$ cat config.mk
export PLATFORM = sky130hd
export DESIGN_NAME = alu_sequencer
export DESIGN_NICKNAME = d
export VERILOG_FILES = /design/src/rtl/alu_sequencer.sv
export SDC_FILE = /design/constraint.sdc
export NUM_CORES = 1
export LEC_CHECK = 0
export CORE_ASPECT_RATIO = 1.25
export CORE_MARGIN = 2
export CORE_UTILIZATION = 50
export CTS_CLUSTER_DIAMETER = 30
export DETAILED_ROUTE_END_ITERATION = 10
export PLACE_DENSITY = 0.79
export SYNTH_ARGS = -nofsm -noshare
export SYNTH_HDL_FRONTEND = slang
export SYNTH_SLANG_ARGS = --single-unit
$ cat constraint.sdc
create_clock -name Clk -period 4.18 [get_ports Clk]
set_input_delay 0.836 -clock Clk [delete_from_list [all_inputs] [get_ports Clk]]
set_output_delay 0.836 -clock Clk [all_outputs]
set_load 0.005 [all_outputs]
$ cat src/rtl/alu_sequencer.sv
// Command sequencer in front of the combinational ALU: SINGLE op, shift-by-N, 8x8 multiply (low byte), one ALU op per clock.
// Latency: N ALU cycles after the accept edge (0 for reserved commands and zero shifts); response held in DONE until RspReady.
module alu_sequencer #(
   parameter int             W     = 8,
   parameter int             Ops   = 4,
   parameter logic [Ops-1:0] OpAdd = Ops'(0),
   parameter logic [Ops-1:0] OpLsh = Ops'(6),
   parameter logic [Ops-1:0] OpRsh = Ops'(7)
) (
   input  logic           Clk,
   input  logic           Reset,
   input  logic           ReqValid,
   output logic           ReqReady,
   input  logic [2:0]     ReqCmd,
   input  logic [Ops-1:0] ReqAluOp,
   input  logic [W-1:0]   ReqA,
   input  logic [W-1:0]   ReqB,
   output logic [Ops-1:0] AluOp,
   output logic [W-1:0]   AluA,
   output logic [W-1:0]   AluB,
   input  logic [W-1:0]   AluOut,
   output logic           RspValid,
   input  logic           RspReady,
   output logic [W-1:0]   RspData,
   output logic           RspErr
);

   localparam logic [2:0] CMD_SINGLE = 3'd0;
   localparam logic [2:0] CMD_SHL    = 3'd1;
   localparam logic [2:0] CMD_SHR    = 3'd2;
   localparam logic [2:0] CMD_MUL    = 3'd3;

   typedef enum logic [2:0] {
      S_IDLE,
      S_SINGLE,
      S_SHIFT,
      S_MUL_ADD,
      S_MUL_LSH,
      S_MUL_RSH,
      S_DONE
   } state_e;

   state_e         state_q, state_d;
   logic [Ops-1:0] op_q, op_d;
   // a_q: operand A / shift working value / multiplicand; b_q: operand B / multiplier
   logic [W-1:0]   a_q, a_d;
   logic [W-1:0]   b_q, b_d;
   logic [W-1:0]   acc_q, acc_d;
   logic [3:0]     cnt_q, cnt_d;
   logic           dir_q, dir_d;
   logic [W-1:0]   rsp_data_q, rsp_data_d;
   logic           rsp_err_q, rsp_err_d;

   always_ff @(posedge Clk or negedge Reset) begin
      if (!Reset) begin
         state_q    <= S_IDLE;
         op_q       <= '0;
         a_q        <= '0;
         b_q        <= '0;
         acc_q      <= '0;
         cnt_q      <= '0;
         dir_q      <= 1'b0;
         rsp_data_q <= '0;
         rsp_err_q  <= 1'b0;
      end else begin
         state_q    <= state_d;
         op_q       <= op_d;
         a_q        <= a_d;
         b_q        <= b_d;
         acc_q      <= acc_d;
         cnt_q      <= cnt_d;
         dir_q      <= dir_d;
         rsp_data_q <= rsp_data_d;
         rsp_err_q  <= rsp_err_d;
      end
   end

   always_comb begin
      state_d    = state_q;
      op_d       = op_q;
      a_d        = a_q;
      b_d        = b_q;
      acc_d      = acc_q;
      cnt_d      = cnt_q;
      dir_d      = dir_q;
      rsp_data_d = rsp_data_q;
      rsp_err_d  = rsp_err_q;
      AluOp      = '0;
      AluA       = '0;
      AluB       = '0;

      case (state_q)
         S_IDLE: begin
            if (ReqValid) begin
               op_d      = ReqAluOp;
               a_d       = ReqA;
               b_d       = ReqB;
               acc_d     = '0;
               cnt_d     = '0;
               dir_d     = 1'b0;
               rsp_err_d = 1'b0;
               case (ReqCmd)
                  CMD_SINGLE: state_d = S_SINGLE;
                  CMD_SHL, CMD_SHR: begin
                     dir_d = (ReqCmd == CMD_SHR);
                     cnt_d = {1'b0, ReqB[2:0]};
                     if (ReqB[2:0] == 3'd0) begin
                        rsp_data_d = ReqA;
                        state_d    = S_DONE;
                     end else begin
                        state_d = S_SHIFT;
                     end
                  end
                  CMD_MUL: begin
                     cnt_d   = 4'd8;
                     state_d = ReqB[0] ? S_MUL_ADD : S_MUL_LSH;
                  end
                  default: begin
                     rsp_data_d = '0;
                     rsp_err_d  = 1'b1;
                     state_d    = S_DONE;
                  end
               endcase
            end
         end
         S_SINGLE: begin
            AluOp      = op_q;
            AluA       = a_q;
            AluB       = b_q;
            rsp_data_d = AluOut;
            state_d    = S_DONE;
         end
         S_SHIFT: begin
            AluOp = dir_q ? OpRsh : OpLsh;
            AluA  = a_q;
            a_d   = AluOut;
            cnt_d = cnt_q - 4'd1;
            if (cnt_q == 4'd1) begin
               rsp_data_d = AluOut;
               state_d    = S_DONE;
            end
         end
         S_MUL_ADD: begin
            AluOp   = OpAdd;
            AluA    = acc_q;
            AluB    = a_q;
            acc_d   = AluOut;
            state_d = S_MUL_LSH;
         end
         S_MUL_LSH: begin
            AluOp   = OpLsh;
            AluA    = a_q;
            a_d     = AluOut;
            state_d = S_MUL_RSH;
         end
         S_MUL_RSH: begin
            AluOp = OpRsh;
            AluA  = b_q;
            b_d   = AluOut;
            cnt_d = cnt_q - 4'd1;
            // The freshly shifted multiplier LSB decides whether the next iteration adds.
            if (cnt_q == 4'd1) begin
               rsp_data_d = acc_q;
               state_d    = S_DONE;
            end else begin
               state_d = AluOut[0] ? S_MUL_ADD : S_MUL_LSH;
            end
         end
         S_DONE: begin
            if (RspReady) state_d = S_IDLE;
         end
         default: state_d = S_IDLE;
      endcase
   end

   assign ReqReady = Reset && (state_q == S_IDLE);
   assign RspValid = (state_q == S_DONE);
   assign RspData  = rsp_data_q;
   assign RspErr   = rsp_err_q;

endmodule

==> results of run 1 <==
-- metrics by stage --
| step | instances | setup slack, ns | util, % | instance area, µm² |
|---|---|---|---|---|
| global placement | 459 | 1.15 | 63.3 | 3630 |
| detailed placement | 459 | 1.06 | 63.3 | 3630 |
| floorplan | 345 | 1.65 | - | 2950 |
| global route | 466 | 0.792 | 64.8 | 3720 |
| CTS | 466 | 0.917 | 64.8 | 3720 |
| finish | 466 | 0.879 | 64.8 | 3720 |
-- routing by layer --
layer	share of wire (%)	global-route usage [%]	vias to the layer above	wire [µm]
met5	0	0	-	0
met4	1.5	7.72	0	128
met3	4.7	3.59	11	389
met2	50	43.0	87	4170
met1	43	35.7	1345	3580
li1	-	-	1329	-
-- state kept, by name, summed over array words and instances (netlist names), 3 cells and up --
register / flops
RspData: 8
a_q: 8
acc_q: 8
b_q: 8
cnt_q: 4
op_q: 4
state_q: 3
-- worst paths after layout --
check                                 from          to
worst max-delay path            state_q[2]     AluA[2]
worst min-delay path               op_q[3]     op_q[3]
worst max register to register  state_q[2]  RspData[4]
worst min register to register     op_q[3]     op_q[3]
max in group asynchronous            Reset    acc_q[1]
min in group asynchronous            Reset      b_q[0]
-- worst reg2reg max path, delay by kind of cell, from the launching register on --
family | cells | cell delay, ns
AOI/OAI and AO/OA | 2 | 0.99
DFF | 1 | 0.85
buffers and inverters | 1 | 0.35
muxes | 1 | 0.27
and+or+nand+nor | 1 | 0.10
-- power by group through the flow --
stage	sequential [µW]	combinational (µW)	clock (µW)
2_1_floorplan	755	1130	0
3_5_place_dp	834	1690	0
6_report	834	1710	277
5_1_grt	860	1870	300
4_1_cts	829	1700	279
3_3_place_gp	823	1660	0
-- synth_stat cells (all sizes together) (3+ instances only) --
| master | instances |
|---|---|
| nand2 | 57 |
| nor2 | 41 |
| inv | 13 |
| o22ai | 9 |
| a31oi | 8 |
| nand2b | 5 |
| nand3 | 10 |
| buf | 10 |
| clkbuf | 16 |
| mux2i | 40 |
| nor4 | 4 |
| dfrtp | 45 |
| nor3b | 3 |
| mux2 | 8 |
| a21oi | 26 |
| o21ai | 7 |
| o21bai | 4 |
| nand3b | 3 |
| or2 | 3 |
| a222oi | 8 |
-- area by class of cell --
type,instances,area share (%)
multi-input cells,261,44.7
flip-flops and latches,45,30.3
repair buffers,74,19.2
clock buffers,7,2.32
well taps,66,2.22
inverters,13,1.31
-- cells in the final DEF (no fill, tap or decap), types with 2 or more instances in the layout --
master / synthesis / final
a31oi_1: 8 / 8
ha_1: 2 / 2
or2_1: 2 / 2
mux2_1: 5 / 5
a21oi_1: 25 / 25
nand3_1: 10 / 10
o21bai_1: 4 / 4
nor3_1: 2 / 2
clkbuf_8: 0 / 6
nand3b_1: 3 / 3
o21ai_1: 6 / 6
nor4_1: 3 / 3
dfrtp_1: 45 / 45
nand2_1: 57 / 57
nor2_1: 41 / 41
mux2i_1: 40 / 40
inv_1: 13 / 13
clkdlybuf4s50_1: 0 / 64
nor3b_1: 2 / 2
a221oi_1: 2 / 2
mux2_2: 3 / 3
buf_4: 2 / 9
xnor2_1: 2 / 2
nand2b_1: 5 / 5
a222oi_1: 8 / 8
o22ai_1: 9 / 9
-- cell families (layout without fill, tap and decap cells) --
group                      after synthesis  after routing  share of synthesized area (%)
and+or+nand+nor                        134            134                           20.7
xor gates and xnor gates                 2              2                          0.594
adders and majority gates                3              3                           1.19
AOI/OAI and AO/OA                       74             74                           17.3
DFF                                     45             45                           38.2
buffers and inverters                   39             94                           5.47
muxes                                   48             48                           16.6
==> flow_metrics.tcl, run 1 <==
set metrics [dict create \
    yosys.area.top_type "dfrtp_1" \
    drt_iter0_markers 180 \
    final.period_utilization_pct 79.0 \
    critPathCaptureType "primary output" \
    placement_rows 31 \
    worstPathRequired_ns 3.34 \
    drc 0 \
    die_x_um 72.7 \
    timing.critical_path.slowest_stage_cell "dfrtp_1" \
    power_report.internal_total_uw 1610 \
    final_slew_violations 0 \
    report.final.setup_viol 0 \
    clock_tree.buffer_depth 2 \
    timing.critical_path.slowest_cell_delay_ns 0.85 \
    post_cts.resized_instances 0 \
    timing.critical_path.max_delay_family "flip-flops" \
    grt_first_pass_wirelength_um 13500 \
    synth_top_flop_cell "dfrtp_1" \
    crit_chain "nand2b_1 > o22ai_1 > clkdlybuf4s50_1" \
    total_power_density_per_cell_area_nw_per_um2 757 \
    worst_r2r_path_depth 5 \
    antenna_cells 0 \
    final_layout_size_suffix_gt1_share_pct 6.25 \
    synth.lib_cells_used.distinct 49 \
    final.min_clock_period_ns 3.30 \
    vdd_ir_drop_max_mv 0.401 \
    classification_of_the_worst_setup_path "reg -> out" \
    tritoncts_clock_tree "yes" \
    power_switching_uw 1210 \
    synth_area_um2 2950 \
    syn-instance-count 345 \
    synth_seq_cells 45 \
    worst_hold_path_type "reg -> reg" \
    design.die.area_um2 6540 \
    clkTransAtPathRegs_ns 0.09 \
    layout.nets 437 \
    htree_levels 2 \
    synth.top_cells.by_area "dfrtp_1 (38%), mux2i_1 (14%), nand2_1 (7.3%)" \
    hold_viol 0 \
    synth_enable_flop_cells 0 \
    swShare_pct 43.0 \
    worst_slew_margin_rel_pct 32.4 \
    rrSetupSlack_ns 1.53 \
    detailedRoute.firstPassIterationCount 7 \
    clkPwrFrac_pct 9.8 \
    vias_in_the_first_global_route 2699 \
    timing.fmax_ghz 0.303 \
    register_area_um2 1130 \
    worstPathMaxFanout 21 \
    globalRouteOverflowTotal 0 \
    synth-warning-count 0 \
    crit_arrival_ns 2.47 \
    dr_total_vias 2772 \
    min_delay_path_depth 2 \
    clock-root-buffer "clkbuf_8" \
    io_pins 66 \
    tns_ns 0 \
    power.total_uw 2820 \
    rsz_0062_raised_after_global_routing "false" \
    holdWs_ns 0.480 \
    cp.depth 3 \
    ys_async_sr_fraction_pct 100 \
    dieHeight_um 89.9 \
    groute.usage.overall_pct 26.2 \
    yosysSeqAreaShare_pct 38.2 \
    grt_max_degree 46 \
    synthesis.area_per_instance_um2 8.55 \
    antenna_left 0 \
    multi_input_area_um2 1660 \
    power.share.combinational_pct 60.6 \
    run_status "completed" \
    area_growth_syn_to_layout_pct 26.1 \
    route.detailed.wl_per_inst_um 17.7 \
    clock_sink_count 45 \
    clk_latency_ns 0.30 \
    ctsHoldBuffers 0 \
    syn_nets 382 \
    port_buffers 65 \
    cellLeakagePower_uw 0.00161 \
    grt_antenna_before_repair 0 \
    design.core.area_um2 5740 \
    seq_power_share_pct 29.6 \
    dp_hpwl_um 5590 \
    floorplan.initialDensity_pct 51.4 \
    timing_worst_slew_pin_value_ns 1.01 \
    cts_setup_buffers 0 \
    routed_via_density 5.95 \
    gp_congestion 0.836 \
    maxCapViolations 0 \
    filler_cell_count 510 \
    route.final.wire_length_um 8270 \
    cts_buffers 5 \
    timing.clock.skew_ns 0.00913 \
    timing.critical_path.buf_inv 1 \
    synth_top_area_share_pct 38.2 \
    critical_path.startpoint_type "flip-flop" \
]
(Power assumes the default switching activity.)
==> run 2, diff against run 1 <==
==> constraint.sdc (replaced) <==
create_clock -name Clk -period 3.4 [get_ports Clk]
set_input_delay 0.68 -clock Clk [delete_from_list [all_inputs] [get_ports Clk]]
set_output_delay 0.68 -clock Clk [all_outputs]
set_load 0.005 [all_outputs]
==> run 2 against run 1 <==
  * Die area did not move
  * Clock power rose by 21%
  * Clock skew fell by 0.0026 ns
  * Sequential share of layout area fell by 0.30 points
  * First-iteration DRC count rose by 52%
  * Total power rose by 24%
  * Sequential cell count did not move
  * Routed wire length fell by 0.52%
  * Largest power group unchanged
==> flow_metrics.tcl, run 2 (synthesis results as in run 1) <==
set metrics [dict create \
    run_status "completed" \
    clock_tree.buffer_depth 2 \
    classification_of_the_worst_setup_path "reg -> out" \
    crit_chain "inv_1 > nor2_1 > a21oi_1 > o22ai_1 > clkdlybuf4s50_1" \
    routed_via_density 6.03 \
    tns_ns 0 \
    ctsHoldBuffers 0 \
    vdd_ir_drop_max_mv 0.448 \
    clock_sink_count 45 \
    timing.fmax_ghz 0.334 \
    critical_path.startpoint_type "flip-flop" \
    final.period_utilization_pct 88.0 \
    tritoncts_clock_tree "yes" \
    worst_hold_path_type "in -> async" \
    clock-root-buffer "clkbuf_8" \
    clk_latency_ns 0.30 \
    mostFrequentLayoutCell "clkdlybuf4s50_1" \
    dieHeight_um 89.9 \
    design.core.area_um2 5740 \
    crit_arrival_ns 2.31 \
    swShare_pct 43.3 \
    antenna_left 0 \
    final_slew_violations 0 \
    vias_in_the_first_global_route 2768 \
    timing.critical_path.slowest_stage_cell "dfrtp_1" \
    setup_slack_ns 0.408 \
    final-instance-count-excl-fill 472 \
    globalRouteOverflowTotal 0 \
    drt_iter0_markers 274 \
    area_growth_syn_to_layout_pct 27.4 \
    htree_levels 2 \
    rrSetupSlack_ns 0.97 \
    timing_worst_slew_pin_value_ns 0.826 \
    holdWs_ns 0.476 \
    filler_cell_count 518 \
    die_x_um 72.7 \
    grt_antenna_before_repair 0 \
    worst_slew_margin_rel_pct 44.8 \
    cts_setup_buffers 0 \
    final.min_clock_period_ns 2.99 \
    timing.critical_path.slowest_cell_delay_ns 0.68 \
    power_report.internal_total_uw 1980 \
    grt_max_degree 46 \
    rsz_0062_raised_after_global_routing "false" \
    route.detailed.wl_per_inst_um 17.4 \
    timing.rr.end "a_q[0]" \
    maxCapViolations 0 \
    seq_power_share_pct 29.4 \
    worstPathMaxFanout 14 \
    placement_rows 31 \
    gp_congestion 0.806 \
    io_pins 66 \
    dp_hpwl_um 5710 \
    groute.usage.overall_pct 26.1 \
    post-place-cells 464 \
    regToRegStartpoint "state_q[2]" \
    clkPwrFrac_pct 9.5 \
    design.die.area_um2 6540 \
    clkTransAtPathRegs_ns 0.09 \
    grt_first_pass_wirelength_um 13500 \
    worst_r2r_path_depth 4 \
    timing.clock.skew_ns 0.00650 \
    cts_buffers 5 \
    drc 0 \
    worstPathRequired_ns 2.72 \
    power_switching_uw 1520 \
    total_power_density_per_cell_area_nw_per_um2 932 \
    power.share.combinational_pct 61.1 \
    port_buffers 65 \
    hold_viol 0 \
    dr_total_vias 2848 \
    dp_slack_ns 0.695 \
    critPathCaptureType "primary output" \
    detailedRoute.firstPassIterationCount 5 \
    antenna_cells 0 \
    most_frequent_cells_in_the_layout "clkdlybuf4s50_1 (64), nand2_1 (57), dfrtp_1 (45)" \
    layout.nets 442 \
    cellLeakagePower_uw 0.00164 \
    floorplan.initialDensity_pct 51.4 \
    post_cts.resized_instances 0 \
    final_layout_size_suffix_gt1_share_pct 7.88 \
    route.final.wire_length_um 8230 \
    report.final.setup_viol 0 \
]
-- run 2: changes by cell type in the layout (fill, tap and decap cells not counted) --
cell        before  now
clkbuf_1         1    0
buf_4            9   14
clkbuf_8         6    5
clkinvlp_4       0    1
clkinv_2         0    2
-- run 2: critical path: cells and delay by family (launching register included) --
family / cells / cell delay, ns
DFF: 1 / 0.68
and+or+nand+nor: 1 / 0.19
AOI/OAI and AO/OA: 2 / 0.24
buffers and inverters: 2 / 0.91
-- run 2: layout make-up --
| class | instances | area [µm²] | share of cell area (%) |
|---|---|---|---|
| Timing Repair Buffer | 79 | 751 | 20.0 |
| Tap cell | 66 | 82.6 | 2.20 |
| Inverter | 13 | 48.8 | 1.30 |
| Clock buffer | 5 | 68.8 | 1.83 |
| Multi-Input combinational cell | 261 | 1660 | 44.3 |
| Clock inverter | 3 | 17.5 | 0.466 |
| Sequential cell | 45 | 1130 | 30.0 |
-- run 2: stage by stage --
stage | total power (µW) | util [%] | cell area [µm²]
floorplan | 2320 | - | 2950
global placement | 3100 | 63.9 | 3670
detailed placement | 3150 | 63.9 | 3670
CTS | 3500 | 65.5 | 3760
global route | 3750 | 65.5 | 3760
finish | 3500 | 65.5 | 3760
-- run 2: worst max path at each step --
stage                           from          to
after CTS                 state_q[1]     AluA[3]
after global placement     ReqCmd[1]  RspData[7]
after global routing      state_q[1]     AluA[5]
after floorplan           state_q[0]    AluOp[3]
final                     state_q[1]     AluA[3]
after detailed placement   ReqCmd[1]  RspData[5]
-- run 2: power groups by stage --
| stage | logic, µW | registers [µW] | clock network (µW) |
|---|---|---|---|
| floorplan | 1390 | 928 | 0 |
| global placement | 2080 | 1020 | 0 |
| detailed placement | 2130 | 1030 | 0 |
| CTS | 2140 | 1020 | 340 |
| global route | 2320 | 1060 | 361 |
| finish | 2140 | 1030 | 334 |
-- run 2: layer usage --
layer | share of wire [%] | vias to the layer above | GRT usage [%]
met5 | 0 | - | 0
met4 | 1.4 | 0 | 8.80
met2 | 51 | 139 | 42.7
met1 | 41 | 1350 | 34.9
li1 | - | 1346 | -
met3 | 7.1 | 13 | 3.70
